File: src/rtl/bus_wrr_sched.sv
// Weighted round-robin pop scheduler for the shared bus generator/arbiter datapath.
// Optional starvation monitor is built only when WRR_STARVE_MON_EN is defined.

`ifdef WRR_STARVE_MON_EN
module bus_wrr_starve_cnt #(
    parameter int LIM = 256
) (
    input  logic i_clk,
    input  logic i_reset,
    input  logic i_pndng,
    input  logic i_gnt,
    output logic o_starve
);
    localparam int CW = $clog2(LIM + 1);

    logic [CW-1:0] r_cnt;
    logic          w_wait;

    assign w_wait = i_pndng && !i_gnt;

    always_ff @(posedge i_clk or posedge i_reset) begin
        if (i_reset) begin
            r_cnt    <= '0;
            o_starve <= 1'b0;
        end else begin
            if (!w_wait)
                r_cnt <= '0;
            else if (r_cnt != CW'(LIM))
                r_cnt <= r_cnt + 1'b1;
            if (w_wait && r_cnt == CW'(LIM - 1))
                o_starve <= 1'b1;
        end
    end
endmodule
`endif

module bus_wrr_sched #(
    parameter  int DRVS     = 8,
    parameter  int WGT_W    = 4,
    parameter  int TMO      = 64,
    parameter  int STRV_LIM = 256,
    localparam int ID_W     = (DRVS > 1) ? $clog2(DRVS) : 1
) (
    input  logic                  i_clk,
    input  logic                  i_reset,
    input  logic [DRVS-1:0]       i_pndng,
    input  logic [DRVS*WGT_W-1:0] i_weights,
    input  logic                  i_xfer_done,
    output logic [DRVS-1:0]       o_pop,
    output logic [DRVS-1:0]       o_gnt,
    output logic [ID_W-1:0]       o_gnt_id,
    output logic                  o_busy,
    output logic                  o_tmo_err,
    output logic [DRVS-1:0]       o_starve
);
    localparam int              TW  = $clog2(TMO + 1);
    localparam logic [DRVS-1:0] ONE = 1;

    if (TMO < 2 || STRV_LIM < 2) begin : g_param_chk
        $error("bus_wrr_sched: TMO and STRV_LIM must be at least 2");
    end

    typedef enum logic [1:0] {S_IDLE, S_POP, S_WAIT} state_t;

    typedef struct packed {
        logic [ID_W-1:0]  id;
        logic [WGT_W-1:0] wgt;
        logic [WGT_W-1:0] cnt;
    } gnt_t;

    state_t           r_state, w_state_nxt;
    gnt_t             r_cur, w_cur_nxt;
    logic [ID_W-1:0]  r_ptr, w_ptr_nxt;
    logic [TW-1:0]    r_tmr, w_tmr_nxt;
    logic [DRVS-1:0]  r_pop, w_pop_nxt;
    logic [DRVS-1:0]  r_gnt, w_gnt_nxt;
    logic             r_busy, w_busy_nxt;
    logic             r_tmo_err, w_tmo_err_nxt;

    logic [WGT_W-1:0] w_wgt [DRVS];
    logic [DRVS-1:0]  w_starve;
    logic             w_arb_hit;
    logic [ID_W-1:0]  w_arb_id, w_scan_id;
    logic             w_more;
    logic             w_end, w_adv;

    function automatic logic [ID_W-1:0] wrap_inc(input logic [ID_W-1:0] a, input int b);
        int s;
        s = int'(a) + b;
        if (s >= DRVS)
            s = s - DRVS;
        return ID_W'(s);
    endfunction

    for (genvar i = 0; i < DRVS; i++) begin : g_wgt
        assign w_wgt[i] = i_weights[i*WGT_W +: WGT_W];
    end

`ifdef WRR_STARVE_MON_EN
    for (genvar i = 0; i < DRVS; i++) begin : g_strv
        bus_wrr_starve_cnt #(.LIM(STRV_LIM)) u_cnt (
            .i_clk   (i_clk),
            .i_reset (i_reset),
            .i_pndng (i_pndng[i]),
            .i_gnt   (r_gnt[i]),
            .o_starve(w_starve[i])
        );
    end
`else
    assign w_starve = '0;
`endif

    // Scan backwards so the last hit is the first pending driver at or after ptr.
    always_comb begin
        w_arb_hit = 1'b0;
        w_arb_id  = '0;
        w_scan_id = '0;
        for (int k = DRVS - 1; k >= 0; k--) begin
            w_scan_id = wrap_inc(r_ptr, k);
            if (i_pndng[w_scan_id]) begin
                w_arb_hit = 1'b1;
                w_arb_id  = w_scan_id;
            end
        end
`ifdef WRR_STARVE_MON_EN
        for (int i = DRVS - 1; i >= 0; i--) begin
            if (w_starve[i] && i_pndng[i]) begin
                w_arb_hit = 1'b1;
                w_arb_id  = ID_W'(i);
            end
        end
`endif
    end

    assign w_more = ({1'b0, r_cur.cnt} + 1'b1) < {1'b0, r_cur.wgt};

    always_comb begin
        w_state_nxt   = r_state;
        w_cur_nxt     = r_cur;
        w_ptr_nxt     = r_ptr;
        w_tmr_nxt     = r_tmr;
        w_pop_nxt     = '0;
        w_gnt_nxt     = r_gnt;
        w_busy_nxt    = r_busy;
        w_tmo_err_nxt = 1'b0;
        w_end         = 1'b0;
        w_adv         = 1'b0;

        case (r_state)
            S_IDLE: begin
                if (w_arb_hit) begin
                    w_cur_nxt.id  = w_arb_id;
                    w_cur_nxt.wgt = (w_wgt[w_arb_id] == '0) ? WGT_W'(1) : w_wgt[w_arb_id];
                    w_cur_nxt.cnt = '0;
                    w_gnt_nxt     = ONE << w_arb_id;
                    w_busy_nxt    = 1'b1;
                    w_state_nxt   = S_POP;
                end
            end
            S_POP: begin
                // A FIFO that emptied before its pop loses the grant but keeps its turn.
                if (i_pndng[r_cur.id]) begin
                    w_pop_nxt   = ONE << r_cur.id;
                    w_tmr_nxt   = '0;
                    w_state_nxt = S_WAIT;
                end else begin
                    w_end = 1'b1;
                end
            end
            S_WAIT: begin
                if (i_xfer_done) begin
                    if (w_more && i_pndng[r_cur.id]) begin
                        w_cur_nxt.cnt = r_cur.cnt + 1'b1;
                        w_state_nxt   = S_POP;
                    end else begin
                        w_end = 1'b1;
                        w_adv = 1'b1;
                    end
                end else if (r_tmr == TW'(TMO - 1)) begin
                    w_tmo_err_nxt = 1'b1;
                    w_end         = 1'b1;
                    w_adv         = 1'b1;
                end else begin
                    w_tmr_nxt = r_tmr + 1'b1;
                end
            end
            default: w_state_nxt = S_IDLE;
        endcase

        if (w_adv)
            w_ptr_nxt = wrap_inc(r_cur.id, 1);
        if (w_end) begin
            w_cur_nxt   = '0;
            w_gnt_nxt   = '0;
            w_busy_nxt  = 1'b0;
            w_state_nxt = S_IDLE;
        end
    end

    always_ff @(posedge i_clk or posedge i_reset) begin
        if (i_reset) begin
            r_state   <= S_IDLE;
            r_cur     <= '0;
            r_ptr     <= '0;
            r_tmr     <= '0;
            r_pop     <= '0;
            r_gnt     <= '0;
            r_busy    <= 1'b0;
            r_tmo_err <= 1'b0;
        end else begin
            r_state   <= w_state_nxt;
            r_cur     <= w_cur_nxt;
            r_ptr     <= w_ptr_nxt;
            r_tmr     <= w_tmr_nxt;
            r_pop     <= w_pop_nxt;
            r_gnt     <= w_gnt_nxt;
            r_busy    <= w_busy_nxt;
            r_tmo_err <= w_tmo_err_nxt;
        end
    end

    assign o_pop     = r_pop;
    assign o_gnt     = r_gnt;
    assign o_gnt_id  = r_cur.id;
    assign o_busy    = r_busy;
    assign o_tmo_err = r_tmo_err;
    assign o_starve  = w_starve;

endmodule

File: config.mk
export PLATFORM = sky130hd
export DESIGN_NAME = bus_wrr_sched
export DESIGN_NICKNAME = d
export VERILOG_FILES = /design/src/rtl/bus_wrr_sched.sv
export SDC_FILE = /design/constraint.sdc
export NUM_CORES = 1
export LEC_CHECK = 0
export BUFFER_PORTS_ARGS = -buffer_cell sky130_fd_sc_hd__buf_4
export CELL_PAD_IN_SITES_DETAIL_PLACEMENT = 1
export CELL_PAD_IN_SITES_GLOBAL_PLACEMENT = 2
export CORE_UTILIZATION = 36
export DETAILED_ROUTE_END_ITERATION = 6
export PLACE_DENSITY_LB_ADDON = 0.1
export SLEW_MARGIN = 0
export SYNTH_ARGS = -nofsm -noshare
export SYNTH_HDL_FRONTEND = slang
export SYNTH_SLANG_ARGS = --single-unit
File: constraint.sdc
create_clock -name i_clk -period 6.5 [get_ports i_clk]
set_input_delay 0.975 -clock i_clk [delete_from_list [all_inputs] [get_ports i_clk]]
set_output_delay 0.975 -clock i_clk [all_outputs]
set_load 0.01 [all_outputs]
### Word level (Yosys, flattened, before mapping)

Cells that the tools add are included.

* register bits: 41
* bits of input ports: 43
* output and inout port bits: 29

* add/sub/neg operators: 20
* order comparisons: 20
* equality and inequality tests: 10
* shift operators: 2
* mux-type cells: 79
* bitwise logic cells: 1
* reduce and logical (&&, ||, !) cells: 11

Operator list (number)
* 3-bit two-way mux: 17
* 8-bit two-way mux: 5
* 4-bit greater-or-equal comparator (second input constant): 9
* 3-bit by 4-bit less-than comparator with 1-bit output (second input constant): 9
* 7-bit two-way mux: 4
* 1-bit binary-select mux with 3-bit select: 9
* 1-bit two-way mux: 27
* 3-bit by 1-bit subtractor with 3-bit output (second input constant): 9
* 11-bit two-way mux: 2
* 4-bit two-way mux: 5
* 3-bit by 3-bit adder with 4-bit output (second input constant): 4
* 1-bit by 3-bit << shifter with 8-bit output (first input constant): 2
* 7-bit one-hot mux with 2 select lines: 1
* 4-bit binary-select mux with 3-bit select: 1
* 3-bit inequality test (second input constant): 4
* 4-bit AND reduction: 3
* 2-bit two-way mux: 5
* 3-bit by 1-bit adder with 4-bit output (second input constant): 2
* 3-bit by 2-bit adder with 4-bit output (second input constant): 2
* 4-bit one-hot mux with 2 select lines: 1
* 7-bit by 1-bit adder with 7-bit output (second input constant): 1
* 7-bit by 6-bit == test with 1-bit output (second input constant): 1
* 2-bit inequality test (second input constant): 3
* 2-bit one-hot mux with 3 select lines: 1
* other kinds (14): 16

### Depth between registers and ports, before layout

Gate-level depths: netlist (run 1).

* word-level depth: 22
* mapped depth: 17
* gate-level depth less buffers: 12

### Least setup slack after synthesis (run 1)

Ideal clock, no wire load.

* path type: reg2reg
* start point: register r_ptr[1]
* end point: register r_cur[6] in the netlist's numbering
* arrival: 3.589 ns
* required time: 6.381 ns
* setup slack: 2.792 ns
* cell stages (with the launch flop): 17
* cell sequence: dfrtp_1 -> buf_2 -> buf_2 -> inv_1 -> ha_1 -> buf_2 -> mux2_2 -> mux2_2 -> a2bb2oi_1 -> nand2b_1 -> a211o_1 -> o21ai_2 -> buf_6 -> mux2i_1 -> mux2i_1 -> a211o_1 -> o21a_1

* word-level cells in the longest chain between the ends: 22
* elaborated cells on any way between the ends: 74
* classes of those cells: 15 x add/sub; 8 x order compare; 47 x mux; 1 x bitwise; 3 x reduce/logical

RTL lines
* start, declared: line 73 `logic [ID_W-1:0] r_ptr, w_ptr_nxt;`
* start signal, assigned: line 213 `r_ptr <= w_ptr_nxt;`
* 3-bit by 3-bit adder with 4-bit output: line 89 `s = int'(a) + b;`
* 4-bit greater-or-equal comparator or 3-bit by 1-bit subtractor with 3-bit output (tied branches): line 90, 91
* 3-bit two-way mux: line 90 `if (s >= DRVS)`
* 1-bit binary-select mux with 3-bit select: line 120 `if (i_pndng[w_scan_id]) begin`
* 1-bit two-way mux (not written as such): line 120
* 3-bit two-way mux (8 in series): line 120
* 3-bit NOT with 4-bit output (not written as such): line 153 `w_cur_nxt.wgt = (w_wgt[w_arb_id] == '0) ? WGT_W'(1) : w_wgt[w_arb_id];`
* 4-bit binary-select mux with 3-bit select: line 153
* 4-bit two-way mux (not written as such) (2 in series): line 153
* 4-bit logical NOT: line 153
* 4-bit two-way mux: line 153
* 11-bit two-way mux: line 151 `if (w_arb_hit) begin`
* 7-bit two-way mux: line 149 `case (r_state)`
* 11-bit two-way mux: line 192 `if (w_end) begin`
* end signal, assigned: line 212 `r_cur <= w_cur_nxt;`
* end, declared: line 72 `gnt_t r_cur, w_cur_nxt;`

Several ways; a longest one is shown, not always the timed one. The select of a mux whose other input is x is not followed.
A chain may end at the register's enable or synchronous reset.

### Final worst setup path (run 1)

* start point: register r_ptr[0]
* end point: register r_cur[4] in the netlist's numbering

The elaborated chain is that of the path after synthesis.

==> results.sh, run 1 <==
export IMPL_fp_dieH_um=100
export IMPL_clk_pin_slew_ns=0.09
export IMPL_drv_slew=0
export IMPL_status="finished, final reports clean"
export IMPL_track_usage_pct=19.0
export IMPL_tightest_slew_ns=0.973
export IMPL_synthFlopType="dfrtp_1"
export IMPL_path_cells="inv_2 -> ha_1 -> mux2_2 -> mux2_2 -> a2bb2oi_1 -> nand2b_1 -> a211o_1 -> o21ai_2 -> mux2i_1 -> mux2i_1 -> mux2_2 -> o31ai_2"
export IMPL_routed_wl_um=9200
export IMPL_gp_congestion=0.790
export IMPL_rsz0062_at_grt="no"
export IMPL_setup_viol=0
export IMPL_post_route_period_util_pct=66.6
export IMPL_crit_required_ns=6.72
export IMPL_root_buffer="clkbuf_8"
export IMPL_clockBufferDepth=2
export IMPL_powerDensity_mw_per_mm2=529
export IMPL_ys_seq_elements=41
export IMPL_grt_max_degree=42
export IMPL_grt_overflow_total=0
export IMPL_arrival_ns=4.55
export IMPL_htree_levels=2
export IMPL_final_cells=555
export IMPL_cts_hold_buf=0
export IMPL_numCtsBuffers=5
export IMPL_slowest_delay_ns=0.78
export IMPL_start_util_pct=37.3
export IMPL_synth_edf_count=0
export IMPL_fillCellCount=1114
export IMPL_synth_top_area_share_pct=29.6
export IMPL_cp_slowest_cell="o21ai_2"
export IMPL_ant_nets=0
export IMPL_yosys_warnings=0
export IMPL_max_cap_violations=0
export IMPL_die_x_um=100
export IMPL_core_area_mm2=0.00928
export IMPL_endpoint_kind="register"
export IMPL_ios=72
export IMPL_synth_avg_cell_area_um2=9.29
export IMPL_clock_sinks=41
export IMPL_antenna_found_initial=0
export IMPL_yosysTopAreaCell="dfrtp_1"
export IMPL_crit_top_cell="mux2_2"
export IMPL_async_reset_ff_share_pct=100
export IMPL_critPathLaunchType="register"
export IMPL_path_max_fanout=17
export IMPL_hold_path_class="register to register"
export IMPL_fp_row_count=35
export IMPL_grt_pass1_vias=3081
export IMPL_cts_tree="yes"
export IMPL_syn_inst=373
export IMPL_nNetsFinal=485
export IMPL_fin_skew_ns=0.0132
export IMPL_routedWlPerCell_um=16.6
export IMPL_post_cts_buffers=0
export IMPL_min_period_ns=4.33
export IMPL_n_antenna_cell=0
export IMPL_setup_tns_ns=0
export IMPL_finalHoldViolations=0
export IMPL_fmax_mhz=231
export IMPL_leakage_nw=1.89
export IMPL_vias_per_cell=5.36
export IMPL_grt_pass1_wl_um=15200
export IMPL_synth_area_top_cells="dfrtp_1 30%, mux2i_1 10%, mux4_2 6.5%, ha_1 6.1%, nand2_1 4.1%"
export IMPL_dp_cells=547
export IMPL_critical_path_class="register to register"
export IMPL_ys_types=57
export IMPL_seq_area_frac_synth_pct=29.6
export IMPL_ctsResizeCount=0
export IMPL_vias=2973
export IMPL_drcViolationCount=0
export IMPL_synth_area_mm2=0.00346
export IMPL_maxSlewHeadroom_pct=35.1
export IMPL_rrSetupSlack_ns=2.17
export IMPL_place_port_buffers=63
export IMPL_hpwl_um=7090
export IMPL_syn2layout_area_growth_pct=17.3
export IMPL_clock_latency_ns=0.30
export IMPL_first_pass_iters=4
export IMPL_drive_gt1_share_pct=24.6
export IMPL_drtIter0Drc=69
export IMPL_dieArea_mm2=0.0100
export IMPL_ir_drop_mv=0.184
==> critical path, delay by kind of cell, from the launching register on <==
kind,cells,cell delay [ns]
adder cells (fa/ha/maj),1,0.72
AO/OA/AOI/OAI,4,1.46
flip-flops,1,0.37
AND/OR/NAND/NOR,1,0.19
buffers and inverters,1,0.12
multiplexers,5,1.37
==> cells in the mapped netlist (all sizes together) (3+ instances only) <==
library cell / number
dfrtp: 41
nand2: 38
mux2i: 37
nor2: 32
buf: 20
o21ai: 19
inv: 18
ha: 17
a21oi: 14
mux2: 12
nand3: 12
clkbuf: 10
mux4: 10
nor3: 10
a22oi: 7
nor2b: 6
a22o: 5
and2: 5
a21o: 4
and3: 4
o2111ai: 4
o221ai: 4
a211o: 3
a211oi: 3
nand2b: 3
o21a: 3
o31ai: 3
xnor2: 3
==> kinds of logic (layout without fill, tap and decap cells) <==
logic type      after synthesis  in the layout  share of synthesized area (%)
compound gates               90             90                           18.7
flops                        41             41                           29.6
xor+xnor                      5              5                           2.02
buf+inv                      48             94                           7.44
mux                          59             59                           21.5
fa+ha+maj                    17             17                           6.14
simple gates                112            112                           14.5
other cells                   1              8                          0.108
==> final timing paths <==
kind,from,cells after the start,endpoint
min in group asynchronous,i_reset,3,o_pop[5]$_DFF_PP0_
min,r_tmr[6]$_DFFE_PP0P_,1,o_tmo_err$_DFF_PP0_
max in group asynchronous,i_reset,3,r_tmr[4]$_DFFE_PP0P_
min reg2reg,r_tmr[6]$_DFFE_PP0P_,1,o_tmo_err$_DFF_PP0_
max,r_ptr[0]$_DFFE_PP0P_,12,r_cur[4]$_DFFE_PP0P_
max reg2reg,r_ptr[0]$_DFFE_PP0P_,12,r_cur[4]$_DFFE_PP0P_
==> through the flow <==
step	setup slack, ns	power (mW)	util [%]	cell area, um^2	hold slack (ns)
after global routing	1.84	2.35	43.7	4060	0.501
after global placement	2.16	1.98	42.8	3970	0.441
after floorplan	2.79	1.65	-	3490	0.416
final	2.17	2.15	43.7	4060	0.470
after detailed placement	2.15	1.99	42.8	3970	0.452
after CTS	2.14	2.18	43.7	4060	0.473
==> where the power goes <==
part / internal, mW / leakage [nW] / switching (mW)
registers: 0.320 / 0.543 / 0.0672
logic: 0.676 / 1.30 / 0.912
clock network: 0.0763 / 0.0445 / 0.0958
==> layout make-up <==
| class | count | area, um^2 | area share (%) |
|---|---|---|---|
| inverters | 18 | 67.6 | 1.66 |
| clock inverters | 3 | 21.3 | 0.524 |
| multi-input cells | 291 | 2210 | 54.3 |
| well taps | 129 | 161 | 3.97 |
| clock buffers | 5 | 68.8 | 1.69 |
| flip-flops and latches | 41 | 1030 | 25.3 |
| repair buffers | 68 | 510 | 12.6 |
==> layer usage <==
| metal | vias up | GRT usage [%] | share of wire (%) | routed length, um |
|---|---|---|---|---|
| li1 | 1451 | - | - | - |
| met4 | 0 | 3.90 | 0.99 | 91 |
| met1 | 1466 | 25.8 | 46 | 4260 |
| met3 | 9 | 2.51 | 2.9 | 269 |
| met5 | - | 0 | 0 | 0 |
| met2 | 47 | 32.5 | 50 | 4590 |
==> state kept, by name, summed over array words and instances, names as in the netlist <==
signal	cells
r_cur	8
o_gnt	8
o_tmo_err	1
r_ptr	3
o_gnt_id	3
r_state	2
r_tmr	7
o_pop	8
o_busy	1
==> cells in the final DEF, fill, tap and decap left out, types with 3 or more instances in the layout <==
cell / n
a211o_1: 3
a21o_1: 4
a21oi_1: 14
a22o_1: 5
a22oi_1: 7
and2_1: 5
and3_1: 4
buf_4: 68
clkbuf_8: 5
conb_1: 8
dfrtp_1: 41
ha_1: 17
inv_1: 17
mux2_2: 10
mux2i_1: 36
mux4_2: 10
nand2_1: 38
nand2b_1: 3
nand3_1: 12
nor2_1: 32
nor2b_1: 6
nor3_1: 10
o2111ai_1: 4
o21a_1: 3
o21ai_0: 18
o221ai_1: 3
Power figures use the tool's default switching activity.
==> run 2: changes to the inputs <==
--- a/config.mk
+++ b/config.mk
@@ -8,7 +8,7 @@
 export BUFFER_PORTS_ARGS = -buffer_cell sky130_fd_sc_hd__buf_4
 export CELL_PAD_IN_SITES_DETAIL_PLACEMENT = 1
 export CELL_PAD_IN_SITES_GLOBAL_PLACEMENT = 2
-export CORE_UTILIZATION = 36
+export CORE_UTILIZATION = 31
 export DETAILED_ROUTE_END_ITERATION = 6
 export PLACE_DENSITY_LB_ADDON = 0.1
 export SLEW_MARGIN = 0
==> constraint.sdc (replaced) <==
create_clock -name i_clk -period 3.6 [get_ports i_clk]
set_input_delay 0.54 -clock i_clk [delete_from_list [all_inputs] [get_ports i_clk]]
set_output_delay 0.54 -clock i_clk [all_outputs]
set_load 0.01 [all_outputs]
==> run 2 against run 1 <==
Effect of this change:
- fmax grew 26%
- design area increased by 10%
- core utilization decreased by 2.4 points
- largest power group unchanged
- critical endpoint is now r_cur[6]$_DFFE_PP0P_
- global-route usage up 0.15 points
- combinational power grew 120%
==> results.sh, run 2 (synthesis gave the netlist of run 1 again) <==
export IMPL_antenna_found_initial=0
export IMPL_grt_pass1_wl_um=17300
export IMPL_fillCellCount=1264
export IMPL_regToRegStartpoint="r_ptr[1]$_DFFE_PP0P_"
export IMPL_hold_path_class="input port to async pin"
export IMPL_powerDensity_mw_per_mm2=1030
export IMPL_drcViolationCount=0
export IMPL_critical_path_class="register to register"
export IMPL_ant_nets=0
export IMPL_tightest_slew_ns=0.797
export IMPL_vias_per_cell=5.26
export IMPL_placed_area_mm2=0.00420
export IMPL_dp_slack_ns=-0.0909
export IMPL_rrSetupSlack_ns=0.16
export IMPL_ir_drop_mv=0.438
export IMPL_clock_latency_ns=0.29
export IMPL_fin_skew_ns=0.00375
export IMPL_root_buffer="clkbuf_8"
export IMPL_final_common_cell="buf_4"
export IMPL_first_pass_iters=4
export IMPL_setup_slack_ns=0.156
export IMPL_setup_viol=0
export IMPL_finalHoldViolations=0
export IMPL_drtIter0Drc=128
export IMPL_path_max_fanout=11
export IMPL_fp_dieH_um=108
export IMPL_arrival_ns=3.63
export IMPL_reg2reg_to="r_cur[6]$_DFFE_PP0P_"
export IMPL_clk_pin_slew_ns=0.08
export IMPL_dieArea_mm2=0.0116
export IMPL_start_util_pct=31.9
export IMPL_min_period_ns=3.44
export IMPL_dp_cells=582
export IMPL_final_cells=598
export IMPL_ios=72
export IMPL_crit_required_ns=3.79
export IMPL_mostFrequentLayoutCells="97 x buf_4, 40 x dfrtp_1, 38 x nand2_1"
export IMPL_n_antenna_cell=0
export IMPL_core_area_mm2=0.0108
export IMPL_die_x_um=108
export IMPL_rr_worst_depth=14
export IMPL_gp_congestion=0.778
export IMPL_endpoint="r_cur[6]$_DFFE_PP0P_"
export IMPL_vias=3145
export IMPL_leakage_nw=2.09
export IMPL_track_usage_pct=19.2
export IMPL_htree_levels=2
export IMPL_numCtsBuffers=5
export IMPL_max_cap_violations=0
export IMPL_clock_sinks=41
export IMPL_drv_slew=0
export IMPL_fin_area_mm2=0.00448
export IMPL_maxSlewHeadroom_pct=46.8
export IMPL_cts_tree="yes"
export IMPL_fmax_mhz=290
export IMPL_syn2layout_area_growth_pct=29.3
export IMPL_grt_pass1_vias=3276
export IMPL_clockBufferDepth=2
export IMPL_fp_row_count=38
export IMPL_grt_overflow_total=0
export IMPL_drive_gt1_share_pct=32.8
export IMPL_routedWlPerCell_um=17.9
export IMPL_critPathLaunchType="register"
export IMPL_post_route_period_util_pct=95.7
export IMPL_status="finished, final reports clean"
export IMPL_endpoint_kind="register"
export IMPL_worstSetupStartpoint="r_ptr[1]$_DFFE_PP0P_"
export IMPL_grt_max_degree=29
export IMPL_hpwl_um=8290
export IMPL_place_port_buffers=63
export IMPL_routed_wl_um=10700
export IMPL_nNetsFinal=518
==> run 2: changes by cell type in the layout (fill, tap and decap cells not counted), moves of 3 or more <==
cell and change:
buf_4 +29, mux2i_1 -4, mux2i_2 +4, buf_12 +3
==> run 2: worst min path at each step <==
| stage | cells past startpoint | end | slack [ns] | from |
|---|---|---|---|---|
| 2_1_floorplan | 1 | o_tmo_err$_DFF_PP0_ | 0.42 | r_tmr[6]$_DFFE_PP0P_ |
| 3_3_place_gp | 1 | o_tmo_err$_DFF_PP0_ | 0.44 | r_tmr[6]$_DFFE_PP0P_ |
| 3_5_place_dp | 1 | o_tmo_err$_DFF_PP0_ | 0.45 | r_tmr[6]$_DFFE_PP0P_ |
| 4_1_cts | 2 | o_tmo_err$_DFF_PP0_ | 0.40 | i_xfer_done |
| 5_1_grt | 2 | o_tmo_err$_DFF_PP0_ | 0.41 | i_xfer_done |
| 6_report | 2 | o_pop[6]$_DFF_PP0_ | 0.40 | i_reset |
==> run 2: cell type report <==
type                       count  area (um^2)  area share (%)
sequential                    41         1030            22.9
tap                          140          175            3.91
multi-input combinational    291         2290            51.1
timing repair buffer         101          813            18.2
clock inverter                 2         35.0           0.783
inverter                      18         67.6            1.51
clock buffer                   5         68.8            1.54
==> run 2: what timing repair did <==
item,CTS,global route
endpoints found under the setup margin,3,7
hold buffers,0,0
gates cloned,0,1
gates resized for setup,2,16
setup buffers,0,8
pin swaps,0,6
==> run 2: power by group <==
part           switching, mW  internal, mW
registers              0.122         0.579
logic                   1.86          1.69
clock network          0.165         0.202
==> run 2: critical path, stage by stage, from the launching register on <==
cell	delay, ns
dfrtp_1	0.41
inv_1	0.11
ha_4	0.32
buf_4	0.18
mux2_2	0.38
o21ai_0	0.15
a2bb2oi_1	0.10
nand2b_1	0.16
a211o_1	0.34
o21ai_4	0.18
buf_12	0.17
mux2i_2	0.22
mux2i_1	0.10
a211o_1	0.34
o21a_1	0.18
==> run 2: per-layer routing <==
metal	part of all wire [%]	track usage, %
met5	0	0
met4	1.7	4.01
met3	2.3	2.12
met2	53	35.4
met1	43	23.7
==> run 2: per-stage QoR <==
step	utilization (%)	hold WS [ns]	setup TNS, ns	power (mW)
2_1_floorplan	-	0.416	0	2.98
3_3_place_gp	38.8	0.440	0	3.91
3_5_place_dp	38.8	0.447	-0.227	3.97
4_1_cts	39.8	0.400	0	4.39
5_1_grt	41.3	0.411	-0.0225	5.01
6_report	41.3	0.397	0	4.62
==> run 3: changes to the inputs <==
--- a/config.mk
+++ b/config.mk
@@ -8,6 +8,7 @@
 export BUFFER_PORTS_ARGS = -buffer_cell sky130_fd_sc_hd__buf_4
 export CELL_PAD_IN_SITES_DETAIL_PLACEMENT = 1
 export CELL_PAD_IN_SITES_GLOBAL_PLACEMENT = 2
+export CORE_MARGIN = 2
 export CORE_UTILIZATION = 31
 export DETAILED_ROUTE_END_ITERATION = 6
 export PLACE_DENSITY_LB_ADDON = 0.1
==> run 3 against run 2 <==
Effect of this change:
- critical path depth down 1
- global-route usage down 2.0 points
- highest routed layer unchanged
- die area up 3.7%
- fmax up 2.0%
- largest power group unchanged
- critical endpoint is now r_cur[4]$_DFFE_PP0P_
- register-to-register slack better by 0.07 ns
==> results.sh, run 3 (synthesis gave the netlist of run 1 again) <==
export IMPL_pwr_share_seq_pct=15.6
export IMPL_place_port_buffers=63
export IMPL_first_pass_iters=4
export IMPL_setup_viol=0
export IMPL_power_frac_clock_pct=8.4
export IMPL_crit_required_ns=3.78
export IMPL_critPathLaunchType="register"
export IMPL_endpoint="r_cur[4]$_DFFE_PP0P_"
export IMPL_crit_top_cell="buf_4"
export IMPL_layout_area_seq_mm2=0.00103
export IMPL_cts_hold_buf=0
export IMPL_regToRegStartpoint="r_ptr[0]$_DFFE_PP0P_"
export IMPL_root_buffer="clkbuf_8"
export IMPL_tightest_slew_ns=0.671
export IMPL_drv_slew=0
export IMPL_finalHoldViolations=0
export IMPL_use_met3_pct=1.90
export IMPL_met2_usage_pct=30.5
export IMPL_p_sw_share_pct=47.1
export IMPL_slowest_delay_ns=0.41
export IMPL_ctsResizeCount=1
export IMPL_min_period_ns=3.38
export IMPL_endpoint_kind="register"
export IMPL_crit_cells=13
export IMPL_p_sw_mw=2.03
export IMPL_htree_levels=2
export IMPL_grt_max_degree=42
export IMPL_hpwl_um=7940
export IMPL_drcViolationCount=0
export IMPL_mostFrequentLayoutCells="87 x buf_4, 41 x dfrtp_1, 37 x nand2_1"
export IMPL_path_cells="inv_2 -> ha_4 -> buf_4 -> buf_4 -> mux2i_2 -> and2_1 -> a221o_1 -> a21o_1 -> a211o_1 -> nand2_2 -> mux2_2 -> a22oi_1 -> o31ai_2"
export IMPL_routedWlPerCell_um=17.2
export IMPL_final_common_cell="buf_4"
export IMPL_fp_row_count=38
export IMPL_dieArea_mm2=0.0120
export IMPL_grt_pass1_wl_um=16100
export IMPL_nNetsFinal=507
export IMPL_maxSlewHeadroom_pct=55.1
export IMPL_path_max_fanout=7
export IMPL_status="finished, final reports clean"
export IMPL_p_comb_share_pct=76.0
export IMPL_arrival_ns=3.55
export IMPL_clock_sinks=41
export IMPL_vias=3055
export IMPL_rrSetupSlack_ns=0.22
export IMPL_ant_nets=0
export IMPL_cts_tree="yes"
export IMPL_numCtsBuffers=5
export IMPL_critical_path_class="register to register"
export IMPL_routed_wl_um=10100
export IMPL_n_antenna_cell=0
export IMPL_path_buf_inv=3
export IMPL_drive_gt1_share_pct=29.5
export IMPL_vias_per_cell=5.20
export IMPL_setup_slack_ns=0.224
export IMPL_clk_pin_slew_ns=0.08
export IMPL_critPathTopFamily="compound AO/OA/AOI/OAI gates"
export IMPL_ios=72
export IMPL_drtIter0Drc=144
export IMPL_rr_worst_depth=13
export IMPL_grt_overflow_total=0
export IMPL_fin_skew_ns=0.00682
export IMPL_die_x_um=110
export IMPL_setup_tns_ns=0
export IMPL_core_area_mm2=0.0109
export IMPL_ir_drop_mv=0.553
export IMPL_fmax_mhz=296
export IMPL_powerDensity_mw_per_mm2=998
export IMPL_max_cap_violations=0
export IMPL_track_usage_pct=17.2
export IMPL_grt_most_used_layer="met2"
export IMPL_rsz0062_at_grt="no"
export IMPL_worstSetupStartpoint="r_ptr[0]$_DFFE_PP0P_"
export IMPL_grtUsageMet1_pct=22.5
export IMPL_clockBufferDepth=2
export IMPL_fp_dieH_um=110
export IMPL_antenna_found_initial=0
export IMPL_gp_congestion=0.796
export IMPL_grt_pass1_vias=3144
export IMPL_multi_input_area_mm2=0.00225
export IMPL_leakage_nw=2.02
export IMPL_post_route_period_util_pct=93.8
export IMPL_intPower_mw=2.28
export IMPL_reg2reg_to="r_cur[4]$_DFFE_PP0P_"
export IMPL_post_cts_buffers=0
export IMPL_clock_latency_ns=0.30
export IMPL_fillCellCount=1276
export IMPL_syn2layout_area_growth_pct=24.9
export IMPL_dp_slack_ns=-0.0321
export IMPL_hold_path_class="input port to async pin"
export IMPL_start_util_pct=31.8
export IMPL_cp_slowest_cell="dfrtp_1"
[run 3: cell types whose count changed in the layout (fill, tap and decap cells not counted), sizes merged]
cell    previous run  this run
clkbuf             6         5
buf              100        90
[run 3: worst min path at each step]
stage / slack [ns] / from / end
floorplan: 0.42 / r_tmr[6]$_DFFE_PP0P_ / o_tmo_err$_DFF_PP0_
global placement: 0.44 / r_tmr[6]$_DFFE_PP0P_ / o_tmo_err$_DFF_PP0_
detailed placement: 0.45 / r_tmr[6]$_DFFE_PP0P_ / o_tmo_err$_DFF_PP0_
CTS: 0.39 / i_xfer_done / o_tmo_err$_DFF_PP0_
global route: 0.39 / i_xfer_done / o_tmo_err$_DFF_PP0_
finish: 0.38 / i_reset / o_pop[6]$_DFF_PP0_
[run 3: power by group through the flow]
stage / Sequential, mW / Combinational, mW / Clock (mW)
final: 0.672 / 3.28 / 0.364
after global routing: 0.691 / 3.59 / 0.395
after CTS: 0.675 / 3.25 / 0.379
after detailed placement: 0.684 / 3.22 / 0
after global placement: 0.684 / 3.20 / 0
after floorplan: 0.668 / 2.31 / 0
[run 3: worst reg2reg max path, delay by kind of cell, from the launching register on]
kind,cells,cell delay (ns)
fa+ha+maj,1,0.28
mux,2,0.55
compound gates,5,1.28
simple gates,2,0.34
buf+inv,3,0.40
flops,1,0.41
[run 3: area by class of cell]
type | count | share of cell area (%)
Clock inverter | 2 | 0.810
Sequential cell | 41 | 23.7
Timing Repair Buffer | 90 | 16.3
Inverter | 18 | 1.56
Multi-Input combinational cell | 291 | 52.0
Clock buffer | 5 | 1.59
Tap cell | 140 | 4.05
[run 3: routing by layer]
layer  part of all wire (%)  wire [um]
met5                      0          0
met2                     51       5140
met1                     46       4680
met4                   0.98         99
met3                    1.6        160
[run 3: metrics by stage]
stage	std cells	hold WS [ns]	utilization, %	power, mW	area (um^2)
floorplan	380	0.416	-	2.98	3500
detailed placement	580	0.455	38.3	3.91	4180
finish	587	0.381	39.7	4.31	4320
CTS	587	0.389	39.3	4.30	4280
global placement	580	0.439	38.3	3.88	4180
global route	587	0.391	39.7	4.68	4320
